### config.mk
export PLATFORM = sky130hd
export DESIGN_NAME = wb_regs_slave
export DESIGN_NICKNAME = d
export VERILOG_FILES = /design/src/rtl/wb_pkg.sv /design/src/rtl/wb_ack_pipe.sv /design/src/rtl/wb_regs_slave.sv
export SDC_FILE = /design/constraint.sdc
export NUM_CORES = 1
export LEC_CHECK = 0
export ABC_AREA = 1
export CAP_MARGIN = 5
export CORE_MARGIN = 1
export CORE_UTILIZATION = 24
export DETAILED_ROUTE_END_ITERATION = 6
export SYNTH_ARGS = -nofsm -noshare
export SYNTH_HDL_FRONTEND = slang
export SYNTH_SLANG_ARGS = --single-unit
### constraint.sdc
create_clock -name clk -period 3.45 [get_ports clk]
set_input_delay 0.5175 -clock clk [delete_from_list [all_inputs] [get_ports clk]]
set_output_delay 0.5175 -clock clk [all_outputs]
set_load 0.005 [all_outputs]
### src/rtl/wb_pkg.sv
// Shared Wishbone definitions: bus widths, slave limits, stall FSM states and
// a byte-lane merge helper that other register slaves reuse.
package wb_pkg;

  localparam int WB_DATA_WIDTH      = 32;
  localparam int WB_SEL_WIDTH       = 4;
  localparam int WB_MAX_ACK_LATENCY = 4;
  localparam int WB_MAX_WAIT_STATES = 15;

  typedef enum logic {
    ST_IDLE,
    ST_WAIT
  } stall_state_t;

  // Each sel bit chooses the new byte over the old one for its lane.
  function automatic logic [WB_DATA_WIDTH-1:0] wb_byte_merge(
    input logic [WB_DATA_WIDTH-1:0] old_word,
    input logic [WB_DATA_WIDTH-1:0] new_word,
    input logic [WB_SEL_WIDTH-1:0]  sel
  );
    logic [WB_DATA_WIDTH-1:0] merged;
    merged = old_word;
    for (int i = 0; i < WB_SEL_WIDTH; i++) begin
      if (sel[i]) merged[8*i +: 8] = new_word[8*i +: 8];
    end
    return merged;
  endfunction

endpackage

### src/rtl/wb_ack_pipe.sv
// Fixed-depth response pipeline carrying {ack, err, data}; flush empties every
// stage on the same edge so no response escapes once the bus cycle is abandoned.
module wb_ack_pipe #(
  parameter int DEPTH = 1,
  parameter int DW    = 32
) (
  input  logic          clk,
  input  logic          rst,
  input  logic          flush,
  input  logic          in_ack,
  input  logic          in_err,
  input  logic [DW-1:0] in_data,
  output logic          out_ack,
  output logic          out_err,
  output logic [DW-1:0] out_data
);

  logic [DEPTH-1:0] ack_sr;
  logic [DEPTH-1:0] err_sr;
  logic [DW-1:0]    data_sr [DEPTH];

  always_ff @(posedge clk) begin
    if (rst || flush) begin
      ack_sr <= '0;
      err_sr <= '0;
      for (int i = 0; i < DEPTH; i++) data_sr[i] <= '0;
    end else begin
      ack_sr[0]  <= in_ack;
      err_sr[0]  <= in_err;
      data_sr[0] <= in_data;
      for (int i = 1; i < DEPTH; i++) begin
        ack_sr[i]  <= ack_sr[i-1];
        err_sr[i]  <= err_sr[i-1];
        data_sr[i] <= data_sr[i-1];
      end
    end
  end

  assign out_ack  = ack_sr[DEPTH-1];
  assign out_err  = err_sr[DEPTH-1];
  assign out_data = data_sr[DEPTH-1];

endmodule

### src/rtl/wb_regs_slave.sv
// Wishbone B4 pipelined slave exposing NREGS 32-bit registers with optional
// wait states and fixed ack latency. Define WB_REGS_SLAVE_ERR_EN for o_wb_err.
module wb_regs_slave
  import wb_pkg::*;
#(
  parameter int WB_ADDR_WIDTH = 30,
  parameter int NREGS         = 16,
  parameter int WAIT_STATES   = 0,
  parameter int ACK_LATENCY   = 1
) (
  input  logic                     clk,
  input  logic                     rst,
  input  logic                     i_wb_cyc,
  input  logic                     i_wb_stb,
  output logic                     o_wb_stall,
  output logic                     o_wb_ack,
  input  logic                     i_wb_we,
  input  logic [WB_ADDR_WIDTH-1:0] i_wb_addr,
  input  logic [31:0]              i_wb_data,
  input  logic [3:0]               i_wb_sel,
  output logic [31:0]              o_wb_data,
`ifdef WB_REGS_SLAVE_ERR_EN
  output logic                     o_wb_err,
`endif
  output logic [32*NREGS-1:0]      o_regs
);

  localparam int IDX_W = (NREGS > 1) ? $clog2(NREGS) : 1;
  localparam int AXW   = (WB_ADDR_WIDTH > 32) ? WB_ADDR_WIDTH : 32;

  logic [31:0]      regs [NREGS];
  logic [AXW-1:0]   addr_ext;
  logic [IDX_W-1:0] reg_idx;
  logic             in_range;
  logic             accept;
  logic [31:0]      rd_data;

  stall_state_t state, state_nxt;
  logic [3:0]   wait_cnt, wait_cnt_nxt;

  logic        pipe_in_ack;
  logic        pipe_in_err;
  logic        pipe_ack;
  logic        pipe_err;
  logic [31:0] pipe_data;

  // Full address width takes part in the range check, so no aliasing above NREGS.
  assign addr_ext = AXW'(i_wb_addr);
  assign in_range = addr_ext < AXW'(NREGS);
  assign reg_idx  = addr_ext[IDX_W-1:0];

  assign o_wb_stall = (state == ST_WAIT) && i_wb_cyc;
  assign accept     = i_wb_cyc && i_wb_stb && !o_wb_stall;
  assign rd_data    = (accept && !i_wb_we && in_range) ? regs[reg_idx] : 32'h0;

  always_ff @(posedge clk) begin
    if (rst) begin
      for (int k = 0; k < NREGS; k++) regs[k] <= '0;
    end else if (accept && i_wb_we && in_range) begin
      regs[reg_idx] <= wb_byte_merge(regs[reg_idx], i_wb_data, i_wb_sel);
    end
  end

  always_comb begin
    o_regs = '0;
    for (int k = 0; k < NREGS; k++) o_regs[32*k +: 32] = regs[k];
  end

  always_ff @(posedge clk) begin
    if (rst) begin
      state    <= ST_IDLE;
      wait_cnt <= '0;
    end else begin
      state    <= state_nxt;
      wait_cnt <= wait_cnt_nxt;
    end
  end

  // Dropping cyc abandons the cycle: any wait in progress is cancelled.
  always_comb begin
    state_nxt    = state;
    wait_cnt_nxt = wait_cnt;
    if (!i_wb_cyc) begin
      state_nxt    = ST_IDLE;
      wait_cnt_nxt = '0;
    end else begin
      case (state)
        ST_IDLE: begin
          if (accept && (WAIT_STATES > 0)) begin
            wait_cnt_nxt = 4'(WAIT_STATES);
            state_nxt    = ST_WAIT;
          end
        end
        ST_WAIT: begin
          wait_cnt_nxt = wait_cnt - 4'd1;
          if (wait_cnt == 4'd1) state_nxt = ST_IDLE;
        end
        default: begin
          state_nxt    = ST_IDLE;
          wait_cnt_nxt = '0;
        end
      endcase
    end
  end

`ifdef WB_REGS_SLAVE_ERR_EN
  assign pipe_in_ack = accept && in_range;
  assign pipe_in_err = accept && !in_range;
`else
  assign pipe_in_ack = accept;
  assign pipe_in_err = 1'b0;
`endif

  wb_ack_pipe #(
    .DEPTH (ACK_LATENCY),
    .DW    (32)
  ) u_ack_pipe (
    .clk      (clk),
    .rst      (rst),
    .flush    (!i_wb_cyc),
    .in_ack   (pipe_in_ack),
    .in_err   (pipe_in_err),
    .in_data  (rd_data),
    .out_ack  (pipe_ack),
    .out_err  (pipe_err),
    .out_data (pipe_data)
  );

`ifdef WB_REGS_SLAVE_ERR_EN
  assign o_wb_ack  = pipe_ack && i_wb_cyc;
  assign o_wb_err  = pipe_err && i_wb_cyc;
`else
  // Without the err output every response is an ack; the err lane stays idle.
  assign o_wb_ack  = (pipe_ack || pipe_err) && i_wb_cyc;
`endif
  assign o_wb_data = o_wb_ack ? pipe_data : 32'h0;

endmodule

==> flow_summary.ini <==
[global_route]
grt_pass1_vias = 22156
track_usage_pct = 22.0
grt_pass1_wl_um = 166000
grt.overflow.total = 0
grt_max_degree = 89
antenna_found_initial = 10

[die]
rows = 118
initial_core_util_pct = 24.4
io_pins = 617
die-area_um2 = 107000
die_x_um = 327
coreArea_um2 = 104000
die_h_um = 327

[placement]
place_congestion = 0.850
dp_worst_setup_slack_ps = 457
io_buffers = 616
dp_hpwl_um = 88900
dp_cells = 4862

[layout]
multi_input_area_um2 = 8240
fill_cells = 10687
area_growth_pct = 42.8
nets = 3626
final_cell_mix = 1,422 x nand2_1, 635 x nor2_1, 613 x clkdlybuf4s50_1
final_common_cell = nand2_1
instances_no_fill = 4989
finish.utilization_pct = 34.8
drive_gt1_share_pct = 7.95
regArea_um2 = 16100

[setup_path]
crit_arrival_ps = 2480
path_buf_inv = 3
cpLargestDelayFamily = buffers and inverters
crit_fanout = 16
cpMostUsedCell = clkdlybuf4s50_1
required_ps = 2930
path_cells = clkdlybuf4s50_1, nand2_2, buf_4, nor2_1, clkdlybuf4s50_1
critPathSlowestCell = clkdlybuf4s50_1
critical_path_class = in -> out
max_stage_delay_ps = 550
end_kind = output port
cp-start-kind = input pin

[logic_synthesis]
ys_types = 20
ys_warn_count = 0
synth_seq_cells = 550
syn_nets = 3002
synth_area_um2 = 25400
synth_seq_area_share_pct = 63.6
avgSynthCellArea_um2 = 8.66
postSynthCellCount = 2929

[timing]
tightest_slew_ps = 812
drv_slew = 0
slew_headroom_pct = 45.8
fmax_ghz = 0.333
fin_crit_sh_pct = 87.0
rsz0062_at_grt = no
fin_setup_tns_ps = 0
hold_violations = 0
fin_skew_ps = 23.6
setup_ws_ps = 448
finalSetupViolCount = 0
finalCriticalPeriod_ps = 3000
whs_ps = 518

[clock_network]
cts_root_buf = clkbuf_16
cts_buffers = 69
clock_sinks = 550
clk_latency_ps = 640
path_clk_slew_ps = 50
clockBufferDepth = 3
htreeDepth = 3
cts_tree = yes
cts_resized = 0
cts_setup_buffers = 0
ctsHoldBuffers = 0

[route]
vias_per_cell = 4.60
wl_um = 121000
drt_iter0_markers = 1810
detail-route-antenna-nets = 0
route.detailed.drc = 0
wl_per_cell_um = 24.4
vias = 22946
dr.pass1.iters = 5

[power_and_ir_drop]
p_leak_nw = 15.0
irDropWorstVdd_uv = 324
power_density_nw_per_um2 = 464

[min_path]
hold_class = reg -> reg

[run]
cap_violations = 0

[status]
status = finished, final reports clean
per-stage QoR:
step	area (um^2)	total power [mW]
after floorplan	25400	8.48
after global placement	34000	9.83
after detailed placement	34000	9.84
after CTS	36200	17.0
after global routing	36200	17.3
final	36200	16.8
report_power, final:
group	switching [mW]	leakage [nW]	internal, mW	total [mW]
Clock	3.00	1.07	4.13	7.13
Sequential	0.160	5.60	7.48	7.64
Combinational	1.24	8.32	0.798	2.03
cell families (layout without fill, tap and decap cells):
| kind of cell | after synthesis | count (layout) | share of synthesized area (%) |
|---|---|---|---|
| compound gates | 3 | 3 | 0.0691 |
| fa+ha+maj | 2 | 2 | 0.0987 |
| simple gates | 2130 | 2130 | 32.1 |
| flops | 550 | 550 | 63.6 |
| other cells | 0 | 1 | 0 |
| buf+inv | 244 | 923 | 4.09 |
per-layer routing:
metal	vias up	part of all wire (%)	track usage, %
met3	184	8.7	5.71
met1	11165	37	25.1
met5	-	0.077	0
li1	10466	-	-
met2	1117	50	39.3
met4	14	3.5	8.27
worst register-to-register path, stage by stage, from the launching register on:
cell and delay, ps:
dfxtp_1 510, inv_1 110, nand3_1 140, nor2_1 50
buf_4 190, nand4_1 160, buf_4 480, nor2_1 220
state kept, by name, summed over array words and instances (netlist names):
name                count
wait_cnt                4
u_ack_pipe.out_ack      1
state                   1
u_ack_pipe.data_sr     32
regs                  512
final timing paths:
check	cells after the start	startpoint	end	slack, ps
max reg2reg	7	state$_SDFF_PP0_	regs[0][14]$_SDFFCE_PN0P_	1330
min reg2reg	2	wait_cnt[1]$_SDFFE_PP0P_	wait_cnt[1]$_SDFFE_PP0P_	520
min	2	wait_cnt[1]$_SDFFE_PP0P_	wait_cnt[1]$_SDFFE_PP0P_	520
max	5	i_wb_cyc	o_wb_data[6]	450
Yosys cell counts:
cell type  instances  share of area [%]
a211oi_1           1              0.030
a21oi_1            2              0.039
and3_1             1              0.025
buf_1             13               0.19
buf_2             94                1.9
buf_4              1              0.030
clkbuf_1          83                1.2
clkinv_1           2              0.030
dfxtp_1           38                3.0
edfxtp_1         512                 61
ha_1               2              0.099
inv_1             50               0.74
inv_2              1              0.015
nand2_1         1435                 21
nand3_1            4              0.079
nand4_1           17               0.42
nor2_1           638                9.4
nor3_1             1              0.020
nor3_2             1              0.039
or2_2             33               0.81
cell type report:
type | count | share of cell area, %
Clock inverter | 46 | 1.12
Multi-Input combinational cell | 2135 | 22.8
Tap cell | 1380 | 4.77
Antenna cell | 1 | 0.00691
Inverter | 53 | 0.577
Timing Repair Buffer | 744 | 21.2
Clock buffer | 80 | 4.94
Sequential cell | 550 | 44.6
Note: power is estimated with default switching activity, not from simulation.
